`src/rtl/uart_tx_arbiter_if.sv`:
```
// Requester and CoreUART handshake bundle for uart_tx_arbiter.
// The arbiter takes the slave modport; requesters and UART sit on the master side.
interface uart_tx_arbiter_if #(
  parameter int N_REQ = 3
);
  logic [N_REQ-1:0]   REQ_VALID;
  logic [8*N_REQ-1:0] REQ_DATA;
  logic [N_REQ-1:0]   REQ_LAST;
  logic [N_REQ-1:0]   REQ_READY;
  logic [N_REQ-1:0]   GRANT;
  logic [7:0]         UART_DATA_IN;
  logic               UART_WEN_N;
  logic               UART_TXRDY;
  logic               BUSY;

  modport master (
    output REQ_VALID, REQ_DATA, REQ_LAST, UART_TXRDY,
    input  REQ_READY, GRANT, UART_DATA_IN, UART_WEN_N, BUSY
  );

  modport slave (
    input  REQ_VALID, REQ_DATA, REQ_LAST, UART_TXRDY,
    output REQ_READY, GRANT, UART_DATA_IN, UART_WEN_N, BUSY
  );
endinterface

```
`src/rtl/uart_tx_arbiter.sv`:
```
// Round-robin, packet-locked sharing of one CoreUART transmitter between N_REQ byte streams.
// Define UART_TX_ARB_SRC_TAG_EN to prefix every packet with a source-ID byte {4'hA, grant index}.
module uart_tx_arbiter #(
  parameter int N_REQ         = 3,
  parameter int TXRDY_HOLDOFF = 2
) (
  input logic             SYSCLK,
  input logic             SYSRESET,
  uart_tx_arbiter_if.slave bus
);

  localparam int IDX_W = (N_REQ > 1) ? $clog2(N_REQ) : 1;
  localparam int CNT_W = $clog2(TXRDY_HOLDOFF + 1);

  typedef enum logic [2:0] {
    ST_IDLE,
    ST_LOAD,
    ST_WRITE,
    ST_HOLD,
    ST_WAIT_RDY
`ifdef UART_TX_ARB_SRC_TAG_EN
    , ST_TAG
`endif
  } state_t;

  state_t             state_reg, state_next;
  logic [N_REQ-1:0]   grant_reg, grant_next;
  logic [IDX_W-1:0]   idx_reg, idx_next;
  logic [IDX_W-1:0]   ptr_reg, ptr_next;
  logic [7:0]         data_reg, data_next;
  logic               last_reg, last_next;
  logic [CNT_W-1:0]   cnt_reg, cnt_next;
  logic               wen_n_reg;

  logic [7:0]         req_byte [N_REQ];
  logic [N_REQ-1:0]   ready_vec;
  logic               pick_found;
  logic [IDX_W-1:0]   pick_idx;
  logic [N_REQ-1:0]   pick_onehot;

  function automatic logic [IDX_W-1:0] wrap_idx(input int v);
    return IDX_W'(v % N_REQ);
  endfunction

  for (genvar gi = 0; gi < N_REQ; gi++) begin : g_req
    assign req_byte[gi]  = bus.REQ_DATA[8*gi +: 8];
    assign ready_vec[gi] = (state_reg == ST_LOAD) && grant_reg[gi];
  end

  // First valid requester at or after the pointer, wrapping upward.
  always_comb begin
    pick_found  = 1'b0;
    pick_idx    = ptr_reg;
    pick_onehot = '0;
    for (int k = 0; k < N_REQ; k++) begin
      if (!pick_found && bus.REQ_VALID[wrap_idx(int'(ptr_reg) + k)]) begin
        pick_found = 1'b1;
        pick_idx   = wrap_idx(int'(ptr_reg) + k);
      end
    end
    pick_onehot[pick_idx] = 1'b1;
  end

  always_comb begin
    state_next = state_reg;
    grant_next = grant_reg;
    idx_next   = idx_reg;
    ptr_next   = ptr_reg;
    data_next  = data_reg;
    last_next  = last_reg;
    cnt_next   = cnt_reg;
    case (state_reg)
      ST_IDLE: begin
        if (pick_found && bus.UART_TXRDY) begin
          grant_next = pick_onehot;
          idx_next   = pick_idx;
`ifdef UART_TX_ARB_SRC_TAG_EN
          state_next = ST_TAG;
`else
          state_next = ST_LOAD;
`endif
        end
      end
`ifdef UART_TX_ARB_SRC_TAG_EN
      ST_TAG: begin
        data_next  = {4'hA, 4'(idx_reg)};
        last_next  = 1'b0;
        state_next = ST_WRITE;
      end
`endif
      // No timeout: a stalled owner keeps the UART until it resumes.
      ST_LOAD: begin
        if (bus.REQ_VALID[idx_reg]) begin
          data_next  = req_byte[idx_reg];
          last_next  = bus.REQ_LAST[idx_reg];
          state_next = ST_WRITE;
        end
      end
      ST_WRITE: begin
        cnt_next   = '0;
        state_next = ST_HOLD;
      end
      ST_HOLD: begin
        if (cnt_reg == CNT_W'(TXRDY_HOLDOFF - 1)) begin
          state_next = ST_WAIT_RDY;
        end else begin
          cnt_next = cnt_reg + 1'b1;
        end
      end
      ST_WAIT_RDY: begin
        if (bus.UART_TXRDY) begin
          if (last_reg) begin
            state_next = ST_IDLE;
            grant_next = '0;
            ptr_next   = (idx_reg == IDX_W'(N_REQ - 1)) ? '0 : idx_reg + 1'b1;
          end else begin
            state_next = ST_LOAD;
          end
        end
      end
      default: state_next = ST_IDLE;
    endcase
  end

  // The strobe is a flop so it cannot glitch while state bits change or reset asserts.
  always_ff @(posedge SYSCLK or posedge SYSRESET) begin
    if (SYSRESET) begin
      state_reg <= ST_IDLE;
      grant_reg <= '0;
      idx_reg   <= '0;
      ptr_reg   <= '0;
      data_reg  <= 8'h00;
      last_reg  <= 1'b0;
      cnt_reg   <= '0;
      wen_n_reg <= 1'b1;
    end else begin
      state_reg <= state_next;
      grant_reg <= grant_next;
      idx_reg   <= idx_next;
      ptr_reg   <= ptr_next;
      data_reg  <= data_next;
      last_reg  <= last_next;
      cnt_reg   <= cnt_next;
      wen_n_reg <= (state_next != ST_WRITE);
    end
  end

  assign bus.REQ_READY    = ready_vec;
  assign bus.GRANT        = grant_reg;
  assign bus.UART_DATA_IN = data_reg;
  assign bus.UART_WEN_N   = wen_n_reg;
  assign bus.BUSY         = (state_reg != ST_IDLE);

endmodule
```
`src/flat_wrapper.sv`:
```
// flat-port wrapper written by rule: the top's interface ports become plain ports
module uart_tx_arbiter_flat 
#(
  parameter int N_REQ         = 3,
  parameter int TXRDY_HOLDOFF = 2
)
  (SYSCLK, SYSRESET, bus_REQ_VALID, bus_REQ_DATA, bus_REQ_LAST, bus_UART_TXRDY, bus_REQ_READY, bus_GRANT, bus_UART_DATA_IN, bus_UART_WEN_N, bus_BUSY);
  uart_tx_arbiter_if #(.N_REQ(N_REQ)) bus_i ();
  input logic SYSCLK;
  input logic SYSRESET;
  input wire logic [$bits(bus_i.REQ_VALID)-1:0] bus_REQ_VALID;
  input wire logic [$bits(bus_i.REQ_DATA)-1:0] bus_REQ_DATA;
  input wire logic [$bits(bus_i.REQ_LAST)-1:0] bus_REQ_LAST;
  input wire logic [$bits(bus_i.UART_TXRDY)-1:0] bus_UART_TXRDY;
  output wire logic [$bits(bus_i.REQ_READY)-1:0] bus_REQ_READY;
  output wire logic [$bits(bus_i.GRANT)-1:0] bus_GRANT;
  output wire logic [$bits(bus_i.UART_DATA_IN)-1:0] bus_UART_DATA_IN;
  output wire logic [$bits(bus_i.UART_WEN_N)-1:0] bus_UART_WEN_N;
  output wire logic [$bits(bus_i.BUSY)-1:0] bus_BUSY;
  assign bus_i.REQ_VALID = bus_REQ_VALID;
  assign bus_i.REQ_DATA = bus_REQ_DATA;
  assign bus_i.REQ_LAST = bus_REQ_LAST;
  assign bus_i.UART_TXRDY = bus_UART_TXRDY;
  assign bus_REQ_READY = bus_i.REQ_READY;
  assign bus_GRANT = bus_i.GRANT;
  assign bus_UART_DATA_IN = bus_i.UART_DATA_IN;
  assign bus_UART_WEN_N = bus_i.UART_WEN_N;
  assign bus_BUSY = bus_i.BUSY;
  uart_tx_arbiter #(.N_REQ(N_REQ), .TXRDY_HOLDOFF(TXRDY_HOLDOFF)) u_core (.SYSCLK(SYSCLK), .SYSRESET(SYSRESET), .bus(bus_i));
endmodule
```
`config.mk`:
```
export PLATFORM = sky130hd
export DESIGN_NAME = uart_tx_arbiter_flat
export DESIGN_NICKNAME = d
export VERILOG_FILES = /design/src/rtl/uart_tx_arbiter_if.sv /design/src/rtl/uart_tx_arbiter.sv /design/src/flat_wrapper.sv
export SDC_FILE = /design/constraint.sdc
export NUM_CORES = 1
export LEC_CHECK = 0
export ABC_AREA = 0
export BUFFER_PORTS_ARGS = -buffer_cell sky130_fd_sc_hd__buf_2
export CORE_ASPECT_RATIO = 1.1
export CORE_UTILIZATION = 44
export DETAILED_ROUTE_END_ITERATION = 10
export PLACE_DENSITY_LB_ADDON = 0.25
export SYNTH_ARGS = -nofsm -noshare
export SYNTH_HDL_FRONTEND = slang
export SYNTH_SLANG_ARGS = --single-unit
export TNS_END_PERCENT = 50
```
`constraint.sdc`:
```
create_clock -name SYSCLK -period 1.7 [get_ports SYSCLK]
set_input_delay 0.255 -clock SYSCLK [delete_from_list [all_inputs] [get_ports SYSCLK]]
set_output_delay 0.255 -clock SYSCLK [all_outputs]
set_load 0.01 [all_outputs]
```
==> results.yml <==
critical_path:
  arrival_ns: 2.14
  start_kind: "flop"
  setup.worst_path.start: "u_core.ptr_reg[1]$_DFFE_PP0P_"
  worst_r2r_endpoint: "u_core.bus.GRANT[2]$_DFFE_PP0P_"
  worstSetupPathType: "flop to flop"
  cpLargestDelayFamily: "compound AO/OA/AOI/OAI gates"
  cp-end-kind: "flop"
  ff2ff_setup_slack_ns: -0.23
  crit_fanout: 5
  rr_worst_depth: 7
  r2r_start: "u_core.ptr_reg[1]$_DFFE_PP0P_"
  path_buf_inv: 1
  slowest_delay_ns: 0.49
  worstPathRequired_ns: 1.91
  path_depth: 7
  endpoint: "u_core.bus.GRANT[2]$_DFFE_PP0P_"
  crit_path_top_delay_cell: "dfrtp_2"
  worstPathCellList: "inv_2, ha_4, mux2i_4, o21ai_2, o311a_1, o22a_1, a31o_1"
placed_design:
  place.gp.congestion: 0.992
  io_buffers: 48
  place_area_sq_um: 1730
  dp_slack_ns: -0.278
  place_hpwl_mm: 2.57
global_route:
  grt_pass1_wl_mm: 5.33
  grt_overflow_total: 0
  antenna_found_initial: 0
  grt_use_total_pct: 19.8
  grt_max_degree: 20
  grt_pass1_vias: 1293
logic_synthesis:
  seq_area_frac_synth_pct: 40.1
  synth_cell_types: 39
  synth_top_family_by_area: "compound AO/OA/AOI/OAI gates"
  muxShareOfSynthArea_pct: 11.0
  synthAdderAreaFrac_pct: 4.55
  synthCells: 147
  synthSimpleGateAreaFrac_pct: 19.4
  synth-xor-area-share_pct: 0
  ys_seq_elements: 22
  synth_area_sq_um: 1380
  postSynthAreaPerCell_sq_um: 9.35
  ys_warn_count: 0
  synth-compound-area-share_pct: 21.1
  synth.net_count: 185
power_and_ir_drop:
  p_leak_nw: 0.885
  power.share.switching_pct: 41.0
  internal-power_mw: 1.58
  p_total_mw: 2.68
  power_density_nw_per_um2: 1440
  seq_power_share_pct: 34.3
  combPwrFrac_pct: 54.7
  max-vdd-ir-drop_v: 0.000906
  clockPowerShare_pct: 11.0
  power_switching_mw: 1.10
timing:
  worst_pin_slew_ns: 0.437
  fmax_mhz: 518
  setup_ws_ns: -0.230
  fin_crit_ns: 1.93
  slew_headroom_pct: 70.9
  fin_worst_skew_ns: 0.00271
  finalMaxSlewViolations: 0
  setup_violations: 6
  hold_violations: 0
  period_share_pct: 114
  rsz0062_at_grt: "yes"
floorplan:
  die-area_sq_um: 3350
  num_io_pins: 49
  core-area_sq_um: 2880
  dieWidth_microns: 55.3
  die_h_microns: 60.6
  start_util_pct: 47.8
  rows: 20
outcome:
  status: "complete, but fails checks"
  violations: "setup timing"
routing:
  remaining_drc_errors: 0
  via_per_inst: 5.48
  vias: 1338
  dr.pass1.iters: 4
  wl_per_cell_microns: 13.9
  postRouteAntennaNets: 0
  wirelength_mm: 3.38
  drt_iter0_drc: 51
layout:
  largest_reg_flops: 8
  n_antenna_cell: 0
  drive_gt1_share_pct: 43.1
  design_area_sq_um: 1870
  final_common_cell: "buf_2"
  postLayoutCoreUtil_pct: 64.8
  nets: 250
  area_delta_synth_final_pct: 35.7
  final_cell_mix: "buf_2 (48), dfrtp_1 (18), buf_4 (17)"
clock_network:
  h-tree-depth: 1
  cts_root_buf: "clkbuf_4"
  insertion_delay_ns: 0.30
  tritoncts: "yes"
  cts_buffers: 3
  cts.sinks: 22
  path_clk_slew_ns: 0.13
  clk_path_buf_depth: 2
worst_hold_path:
  worst_hold_path_type: "input port to flop"
job:
  cap_violations: 0
==> power groups by stage <==
stage / Clock, mW / Combinational (mW) / Sequential [mW]
detailed placement: 0 / 1.39 / 0.920
finish: 0.294 / 1.47 / 0.919
global route: 0.320 / 1.62 / 0.950
global placement: 0 / 1.34 / 0.904
CTS: 0.300 / 1.44 / 0.908
floorplan: 0 / 0.871 / 0.935
==> timing repair <==
item | 4_1_cts | 5_1_grt
endpoints found under the hold margin | 9 | 0
pin swaps | 6 | 9
endpoints found under the setup margin | 6 | 9
buffers inserted | 4 | 1
gates cloned | 0 | 0
hold buffers | 1 | 0
gates resized for setup | 7 | 7
==> worst min path at each step <==
stage                          from                                     end  slack [ns]  cells past startpoint
floorplan                  SYSRESET         u_core.bus.GRANT[0]$_DFFE_PP0P_        0.24                      1
global placement           SYSRESET  u_core.bus.UART_DATA_IN[0]$_DFFE_PP0P_        0.27                      2
detailed placement         SYSRESET  u_core.bus.UART_DATA_IN[4]$_DFFE_PP0P_        0.28                      2
CTS                 bus_REQ_DATA[8]  u_core.bus.UART_DATA_IN[0]$_DFFE_PP0P_        0.22                      3
global route        bus_REQ_DATA[8]  u_core.bus.UART_DATA_IN[0]$_DFFE_PP0P_        0.24                      3
finish              bus_REQ_DATA[8]  u_core.bus.UART_DATA_IN[0]$_DFFE_PP0P_        0.22                      3
==> synthesized netlist by cell type (all sizes together) <==
| library cell | instances | area share [%] |
|---|---|---|
| a21oi | 10 | 3.6 |
| a22o | 2 | 1.3 |
| a31o | 3 | 1.9 |
| and2 | 4 | 1.8 |
| and3 | 2 | 0.91 |
| and3b | 1 | 0.64 |
| buf | 4 | 1.9 |
| clkbuf | 2 | 0.55 |
| dfrtp | 21 | 38 |
| dfstp | 1 | 1.9 |
| ha | 5 | 4.5 |
| inv | 5 | 1.4 |
| mux2 | 1 | 0.82 |
| mux2i | 14 | 10 |
| nand2 | 16 | 4.5 |
| nand2b | 3 | 1.4 |
| nand3 | 3 | 1.1 |
| nand3b | 5 | 2.7 |
| nand4 | 2 | 0.91 |
| nor2 | 10 | 2.7 |
| nor2b | 1 | 0.46 |
| nor3 | 2 | 0.73 |
| nor3b | 1 | 0.55 |
| o2111ai | 2 | 1.3 |
| o21a | 1 | 0.55 |
| o21ai | 15 | 5.7 |
| o22a | 1 | 0.64 |
| o22ai | 2 | 0.91 |
| o2bb2ai | 1 | 0.64 |
| o311a | 2 | 1.5 |
| o311ai | 1 | 1.9 |
| o31ai | 2 | 1.1 |
| or2 | 2 | 0.91 |
==> per-stage QoR <==
stage          hold WS [ns]  cells  TNS, ns
2_1_floorplan         0.243    147   -0.361
3_3_place_gp          0.269    234   -0.750
3_5_place_dp          0.281    234    -1.42
4_1_cts               0.223    243    -1.04
5_1_grt               0.238    244    -1.58
6_report              0.224    244    -1.06
==> tightest hold or removal path: stages <==
cell and delay (ns):
buf_2 0.08, a21oi_1 0.05, o21ai_0 0.12
==> metal layers <==
| layer | vias to the layer above | track usage, % | part of all wire, % |
|---|---|---|---|
| met3 | 8 | 2.13 | 3.2 |
| met1 | 629 | 24.2 | 43 |
| met2 | 38 | 37.0 | 53 |
| met5 | - | 0 | 0 |
| met4 | 0 | 7.14 | 1.6 |
| li1 | 663 | - | - |
==> final cells by class <==
type	instances	area (sq um)
clock buffers	4	36.3
fillers	243	1010
inverters	5	18.8
multi-input cells	114	836
flip-flops and latches	22	556
well taps	33	41.3
repair buffers	66	378
==> logic make-up (layout without fill, tap and decap cells) <==
| family | Yosys count | after routing |
|---|---|---|
| simple gates | 52 | 52 |
| compound gates | 42 | 42 |
| flops | 22 | 22 |
| mux | 15 | 15 |
| buf+inv | 11 | 75 |
| fa+ha+maj | 5 | 5 |
No activity file was read; power rests on OpenSTA's default activity.
